==> config.mk <==
export PLATFORM = sky130hd
export DESIGN_NAME = rv32_bil_exec_unit
export DESIGN_NICKNAME = d
export VERILOG_FILES = /design/src/rtl/rv32_bil_exec_unit.sv
export SDC_FILE = /design/constraint.sdc
export NUM_CORES = 1
export LEC_CHECK = 0
export ABC_CLOCK_PERIOD_IN_PS = 6100
export BUFFER_PORTS_ARGS = -buffer_cell sky130_fd_sc_hd__buf_2
export CORE_MARGIN = 2
export CORE_UTILIZATION = 57
export CTS_BUF_LIST = sky130_fd_sc_hd__clkbuf_4 sky130_fd_sc_hd__clkbuf_8
export DETAILED_ROUTE_END_ITERATION = 12
export PLACE_DENSITY = 0.84
export SLEW_MARGIN = 10
export SYNTH_ARGS = -nofsm -noshare
export SYNTH_HDL_FRONTEND = slang
export SYNTH_SLANG_ARGS = --single-unit
==> constraint.sdc <==
create_clock -name clk -period 6.1 [get_ports clk]
set_input_delay 1.22 -clock clk [delete_from_list [all_inputs] [get_ports clk]]
set_output_delay 1.22 -clock clk [all_outputs]
set_load 0.01 [all_outputs]
==> src/rtl/rv32_bil_exec_unit.sv <==
// RV32I helper datapath for branch, register-immediate ALU and load opcodes,
// with a sticky illegal-encoding flag and a taken-branch counter. RV_BIL_MISALIGN_CHK_EN enables misaligned-load trapping.
module rv32_bil_exec_unit #(
    parameter int XLEN  = 32,
    parameter int CNT_W = 16
) (
    input  logic             clk,
    input  logic             reset,
    input  logic [XLEN-1:0]  idata,
    input  logic [XLEN-1:0]  iaddr,
    input  logic [XLEN-1:0]  rv1,
    input  logic [XLEN-1:0]  rv2,
    input  logic [XLEN-1:0]  drdata,
    input  logic             err_clr,
    output logic [XLEN-1:0]  daddr,
    output logic [XLEN-1:0]  regdata_I,
    output logic [XLEN-1:0]  regdata_L,
    output logic [XLEN-1:0]  iaddr_val,
    output logic             br_taken,
    output logic             err,
    output logic [CNT_W-1:0] br_cnt
);

    localparam logic [6:0] OP_I = 7'b0010011;
    localparam logic [6:0] OP_L = 7'b0000011;
    localparam logic [6:0] OP_B = 7'b1100011;

    logic [6:0]      opcode;
    logic [2:0]      f3;
    logic [6:0]      funct7;
    logic [4:0]      shamt;
    logic            is_i;
    logic            is_l;
    logic            is_b;
    logic [XLEN-1:0] imm_i;
    logic [XLEN-1:0] imm_b;

    assign opcode = idata[6:0];
    assign f3     = idata[14:12];
    assign funct7 = idata[31:25];
    assign shamt  = idata[24:20];
    assign is_i   = (opcode == OP_I);
    assign is_l   = (opcode == OP_L);
    assign is_b   = (opcode == OP_B);

    assign imm_i = {{(XLEN-12){idata[31]}}, idata[31:20]};
    assign imm_b = {{(XLEN-13){idata[31]}}, idata[31], idata[7], idata[30:25], idata[11:8], 1'b0};

    // Register source fields are resolved by the core; only the immediate bits matter here.
    logic unused_rs_fields;
    assign unused_rs_fields = ^idata[19:15];

    // ------------------------------------------------------------------
    // Register-immediate ALU (evaluated every cycle)
    // ------------------------------------------------------------------
    logic [XLEN-1:0] alu_res;
    logic [XLEN-1:0] sra_res;

    assign sra_res = XLEN'($signed(rv1) >>> shamt);

    always_comb begin
        alu_res = '0;
        case (f3)
            3'b000:  alu_res = rv1 + imm_i;
            3'b010:  alu_res = {{(XLEN-1){1'b0}}, ($signed(rv1) < $signed(imm_i))};
            3'b011:  alu_res = {{(XLEN-1){1'b0}}, (rv1 < imm_i)};
            3'b100:  alu_res = rv1 ^ imm_i;
            3'b110:  alu_res = rv1 | imm_i;
            3'b111:  alu_res = rv1 & imm_i;
            3'b001:  alu_res = rv1 << shamt;
            3'b101:  alu_res = idata[30] ? sra_res : (rv1 >> shamt);
            default: alu_res = '0;
        endcase
    end

    assign regdata_I = alu_res;

    // ------------------------------------------------------------------
    // Load address and data extraction
    // ------------------------------------------------------------------
    logic [7:0]      byte_lane [4];
    logic [15:0]     half_lane [2];
    logic [7:0]      sel_byte;
    logic [15:0]     sel_half;
    logic            load_misaligned;
    logic [XLEN-1:0] load_res;

    assign daddr = rv1 + imm_i;

    genvar gi;
    generate
        for (gi = 0; gi < 4; gi++) begin : g_byte_lane
            assign byte_lane[gi] = drdata[8*gi +: 8];
        end
        for (gi = 0; gi < 2; gi++) begin : g_half_lane
            assign half_lane[gi] = drdata[16*gi +: 16];
        end
    endgenerate

    assign sel_byte = byte_lane[daddr[1:0]];
    assign sel_half = half_lane[daddr[1]];

`ifdef RV_BIL_MISALIGN_CHK_EN
    assign load_misaligned = is_l &&
                             ((((f3 == 3'b001) || (f3 == 3'b101)) && daddr[0]) ||
                              ((f3 == 3'b010) && (daddr[1:0] != 2'b00)));
`else
    assign load_misaligned = 1'b0;
`endif

    always_comb begin
        load_res = '0;
        case (f3)
            3'b000:  load_res = {{(XLEN-8){sel_byte[7]}}, sel_byte};
            3'b001:  load_res = {{(XLEN-16){sel_half[15]}}, sel_half};
            3'b010:  load_res = drdata;
            3'b100:  load_res = {{(XLEN-8){1'b0}}, sel_byte};
            3'b101:  load_res = {{(XLEN-16){1'b0}}, sel_half};
            default: load_res = '0;
        endcase
        if (load_misaligned) begin
            load_res = '0;
        end
    end

    assign regdata_L = load_res;

    // ------------------------------------------------------------------
    // Branch compare and next PC
    // ------------------------------------------------------------------
    logic br_eq;
    logic br_lt_s;
    logic br_lt_u;
    logic br_cond;

    assign br_eq   = (rv1 == rv2);
    assign br_lt_s = ($signed(rv1) < $signed(rv2));
    assign br_lt_u = (rv1 < rv2);

    always_comb begin
        br_cond = 1'b0;
        case (f3)
            3'b000:  br_cond = br_eq;
            3'b001:  br_cond = !br_eq;
            3'b100:  br_cond = br_lt_s;
            3'b101:  br_cond = !br_lt_s;
            3'b110:  br_cond = br_lt_u;
            3'b111:  br_cond = !br_lt_u;
            default: br_cond = 1'b0;
        endcase
    end

    assign br_taken  = is_b && br_cond;
    assign iaddr_val = br_taken ? (iaddr + imm_b) : (iaddr + XLEN'(4));

    // ------------------------------------------------------------------
    // Illegal-encoding detection
    // ------------------------------------------------------------------
    logic ill_i;
    logic ill_l;
    logic ill_b;
    logic illegal;

    assign ill_i = is_i &&
                   (((f3 == 3'b001) && (funct7 != 7'b0000000)) ||
                    ((f3 == 3'b101) && (funct7 != 7'b0000000) && (funct7 != 7'b0100000)));
    assign ill_l = is_l && ((f3 == 3'b011) || (f3 == 3'b110) || (f3 == 3'b111));
    assign ill_b = is_b && ((f3 == 3'b010) || (f3 == 3'b011));

    assign illegal = ill_i || ill_l || ill_b || load_misaligned;

    // ------------------------------------------------------------------
    // Status registers
    // ------------------------------------------------------------------
    logic             err_q;
    logic             err_d;
    logic [CNT_W-1:0] br_cnt_q;
    logic [CNT_W-1:0] br_cnt_d;

    always_comb begin
        err_d = err_q;
        // A clear request takes priority over a fault seen in the same cycle.
        if (err_clr) begin
            err_d = 1'b0;
        end else if (illegal) begin
            err_d = 1'b1;
        end
    end

    always_comb begin
        br_cnt_d = br_cnt_q;
        if (br_taken) begin
            br_cnt_d = br_cnt_q + CNT_W'(1);
        end
    end

    always_ff @(posedge clk or negedge reset) begin
        if (!reset) begin
            err_q    <= 1'b0;
            br_cnt_q <= '0;
        end else begin
            err_q    <= err_d;
            br_cnt_q <= br_cnt_d;
        end
    end

    assign err    = err_q;
    assign br_cnt = br_cnt_q;

endmodule

==> summary.txt <==
Global routing
  • Initial antenna violation count: 0
  • Largest net degree at the start of global routing: 91
  • Vias in the first global route: 13241
  • Total track usage: a little over two fifths
  • GRT Residual Overflow: 0
  • First-pass GRT wire length: 73.6 mm

Synth
  • Synth cell types: 77
  • Seq/Total Area, Yosys: approximately 3.6%
  • Ys flop type: dfrtp_1
  • Post-Syn Instances: roughly 1700
  • Post-synth EDFFs: 0
  • Yosys warning count: 0
  • Syn_nets: 2018
  • Area of the mapped netlist: 11700 um^2
  • Asr flop ratio synth: 100%
  • Synth Register Bits: 17
  • Syn Area/Cell: 6.94 um^2

STA
  • Max_slew headroom: 22.8%
  • Final hold vios: 0
  • Max Slew Vio Count: 0
  • Peak Freq: 0.177 GHz
  • Setup Viol. Count Final: 0
  • Worst Tran Pin Value: ~1200 ps
  • Hold slack: 468 ps
  • Tcrit/Tclk final: around 93%
  • Total negative slack: 0 ps
  • Fin crit period: 5650 ps
  • RSZ-0062 raised after global routing: false
  • Clk_skew: 7.78 ps

Die
  • IO Pins: slightly above 300
  • Die height: 148 um
  • Row count: 52
  • Die W: 148 um
  • Die Area: 21800 um^2
  • Initial Util: 58.1%
  • Core area: a little over 20000 um^2

Detailed routing
  • Via-per-instance ratio: 6.56
  • DR WL/cell: between 20 and 25 um
  • DR pass1 iterations: 6
  • Drt total wl: 48.6 mm
  • DRC violations left: 0
  • Final ANT Viol Nets: 0
  • Total number of vias: 14478
  • Iteration-0 DRC Markers: roughly 1500

Worst hold path
  • Worst min-delay path category: reg2reg
  • WHS Path Cells: 1
  • Critical hold path startpoint: br_cnt[15]

Clock network
  • Skew-Pair Late Insertion Delay: 260 ps
  • H-tree levels: 1
  • Clk slew on worst S/H paths: 70 ps
  • CTS hold repair buffers: 0
  • Clock tree sinks: 17
  • CTS tree: yes
  • Post-CTS Setup Inserts: 0
  • Post-CTS Resized: 0
  • Clk buf depth: 2
  • TritonCTS Buffers: 3
  • Root buf cell: clkbuf_8

Cells and area
  • Final Cell Area: 13600 um^2
  • Area grow syn2layout: 15.4%
  • ANT cells: 0
  • Layout cells sized above 1: 21.3%
  • Finished Layout Cells: 2207
  • # nets final: roughly 2300

Pwr
  • Cell area power density: 112 nW/um^2
  • Total power: ~1.5 mW
  • Max VDD drop: 0.154 mV
  • Pleak: 6.63 nW

Critical path
  • FF-to-FF path depth: 6
  • Slowest cell delay on critical path: 470 ps
  • WP data required: 4880 ps
  • CP Launch Type: primary input
  • Crit-path slowest cell: inv_2
  • Buf/Inv on CP: 3
  • Family with the most delay on the worst path: compound AO/OA/AOI/OAI gates
  • Critical path launch point: rv1[21]
  • Cell-by-cell trace of the critical path: buf_2, ha_1, a211oi_1, o21ai_0, a21oi_1, nand3_1, o221ai_2, mux2i_1, nand3_2, nand2b_1, inv_2, mux2i_1, xnor2_1, buf_2
  • Crit Path Class: in2out
  • Critical Path Sink Type: primary output
  • CP max FO: 39
  • FF-to-FF Start: br_cnt[0]
  • WP data arrival: 4430 ps
  • Critical Path Stages: 14

Placement
  • DP Area: 13500 um^2
  • Gpl congestion: around 1.1
  • Cell count after placement: 2203
  • Post-DP HPWL: 39.1 mm
  • Number of port buffers: 301

Outcome
  • Status: completed

Run
  • Max-capacitance violation count: 0
## flip-flops by register name (all words and copies together) (netlist names)
register  flops
br_cnt       16
err           1
## worst paths after layout
path,end,slack (ps)
worst min-delay path,br_cnt[15],470
min in group asynchronous,br_cnt[11],880
worst max-delay path,iaddr_val[31],450
max in group asynchronous,br_cnt[4],4930
worst min register to register,br_cnt[15],470
worst max register to register,br_cnt[12],4330
## cell usage in the layout (no fill, tap or decap), types with 24 or more instances in the layout
| cell | Yosys | layout |
|---|---|---|
| buf_2 | 12 | 301 |
| nor2_1 | 213 | 213 |
| ha_1 | 161 | 161 |
| o21ai_0 | 156 | 156 |
| a21oi_1 | 146 | 145 |
| nand2_1 | 132 | 132 |
| inv_1 | 104 | 103 |
| xnor2_1 | 66 | 66 |
| mux2i_1 | 65 | 65 |
| nand3_1 | 49 | 49 |
| a21o_1 | 42 | 42 |
| buf_4 | 3 | 42 |
| mux4_2 | 31 | 31 |
| xor2_1 | 31 | 31 |
| nor3_1 | 27 | 26 |
| o211ai_1 | 24 | 24 |
## power breakdown
group	internal (mW)	leakage [nW]	switching [mW]
sequential	0.114	0.237	0.00182
clock	0.0509	0.0262	0.0395
combinational	0.507	6.37	0.812
## per-stage QoR
step / worst slack (ps) / util [%]
5_1_grt: 199 / 67.0
2_1_floorplan: 414 / -
4_1_cts: 495 / 67.0
3_3_place_gp: 548 / 66.7
6_report: 453 / 67.0
3_5_place_dp: 505 / 66.7
## cell families after synthesis
kind of cell | after synthesis | share of synthesized area, %
AND/OR/NAND/NOR | 530 | 20.4
buffers and inverters | 212 | 7.25
XOR/XNOR | 98 | 7.37
multiplexers | 103 | 12.2
adder cells (fa/ha/maj) | 163 | 17.5
flip-flops | 17 | 3.62
AO/OA/AOI/OAI | 569 | 31.7
## Yosys cell counts, drive strengths merged, types with 4 or more instances
library cell	number	share of area, %
o211a	5	0.43
a211oi	17	1.1
o31ai	5	0.36
mux4	31	5.9
dfrtp	17	3.6
a221o	18	1.5
o22a	10	0.75
o21a	15	0.96
nand2	132	4.2
clkbuf	71	2.3
a221oi	13	1.2
nand4	23	1.2
o311ai	5	0.37
a31oi	14	0.75
a311oi	4	0.35
and3	13	0.69
ha	161	17
or3	10	0.58
nand2b	15	0.80
nor2	213	6.8
nand3	51	2.3
and2	13	0.69
o211ai	24	1.5
o21bai	17	1.1
a21oi	148	6.4
a211o	9	0.67
xnor2	67	5.1
mux2	7	0.67
o221ai	18	1.4
o21ai	162	6.9
a21o	42	2.7
nor2b	11	0.59
a21boi	5	0.32
xor2	31	2.3
a41oi	5	0.37
buf	33	1.5
inv	106	3.4
mux2i	65	5.5
o22ai	11	0.59
nor3	28	1.2
nor4	11	0.64
## worst reg2reg max path: cells and delay by family (launching register included)
kind          cells  cell delay [ps]
xor+xnor          1              140
fa+ha+maj         1              190
flops             1              420
simple gates      4              920
## per-layer routing
| layer | track usage [%] | wire [um] |
|---|---|---|
| met5 | 0 | 0 |
| met2 | 68.7 | 22000 |
| met3 | 6.76 | 5380 |
| met4 | 16.4 | 2300 |
| met1 | 56.1 | 19000 |
## area by class of cell
| class | count | area, um^2 |
|---|---|---|
| Clock buffer | 4 | 48.8 |
| Fill cell | 1885 | 6680 |
| Tap cell | 270 | 338 |
| Sequential cell | 17 | 425 |
| Timing Repair Buffer | 345 | 1860 |
| Multi-Input combinational cell | 1463 | 10500 |
| Inverter | 108 | 405 |
No activity file was read; power rests on OpenSTA's default activity.
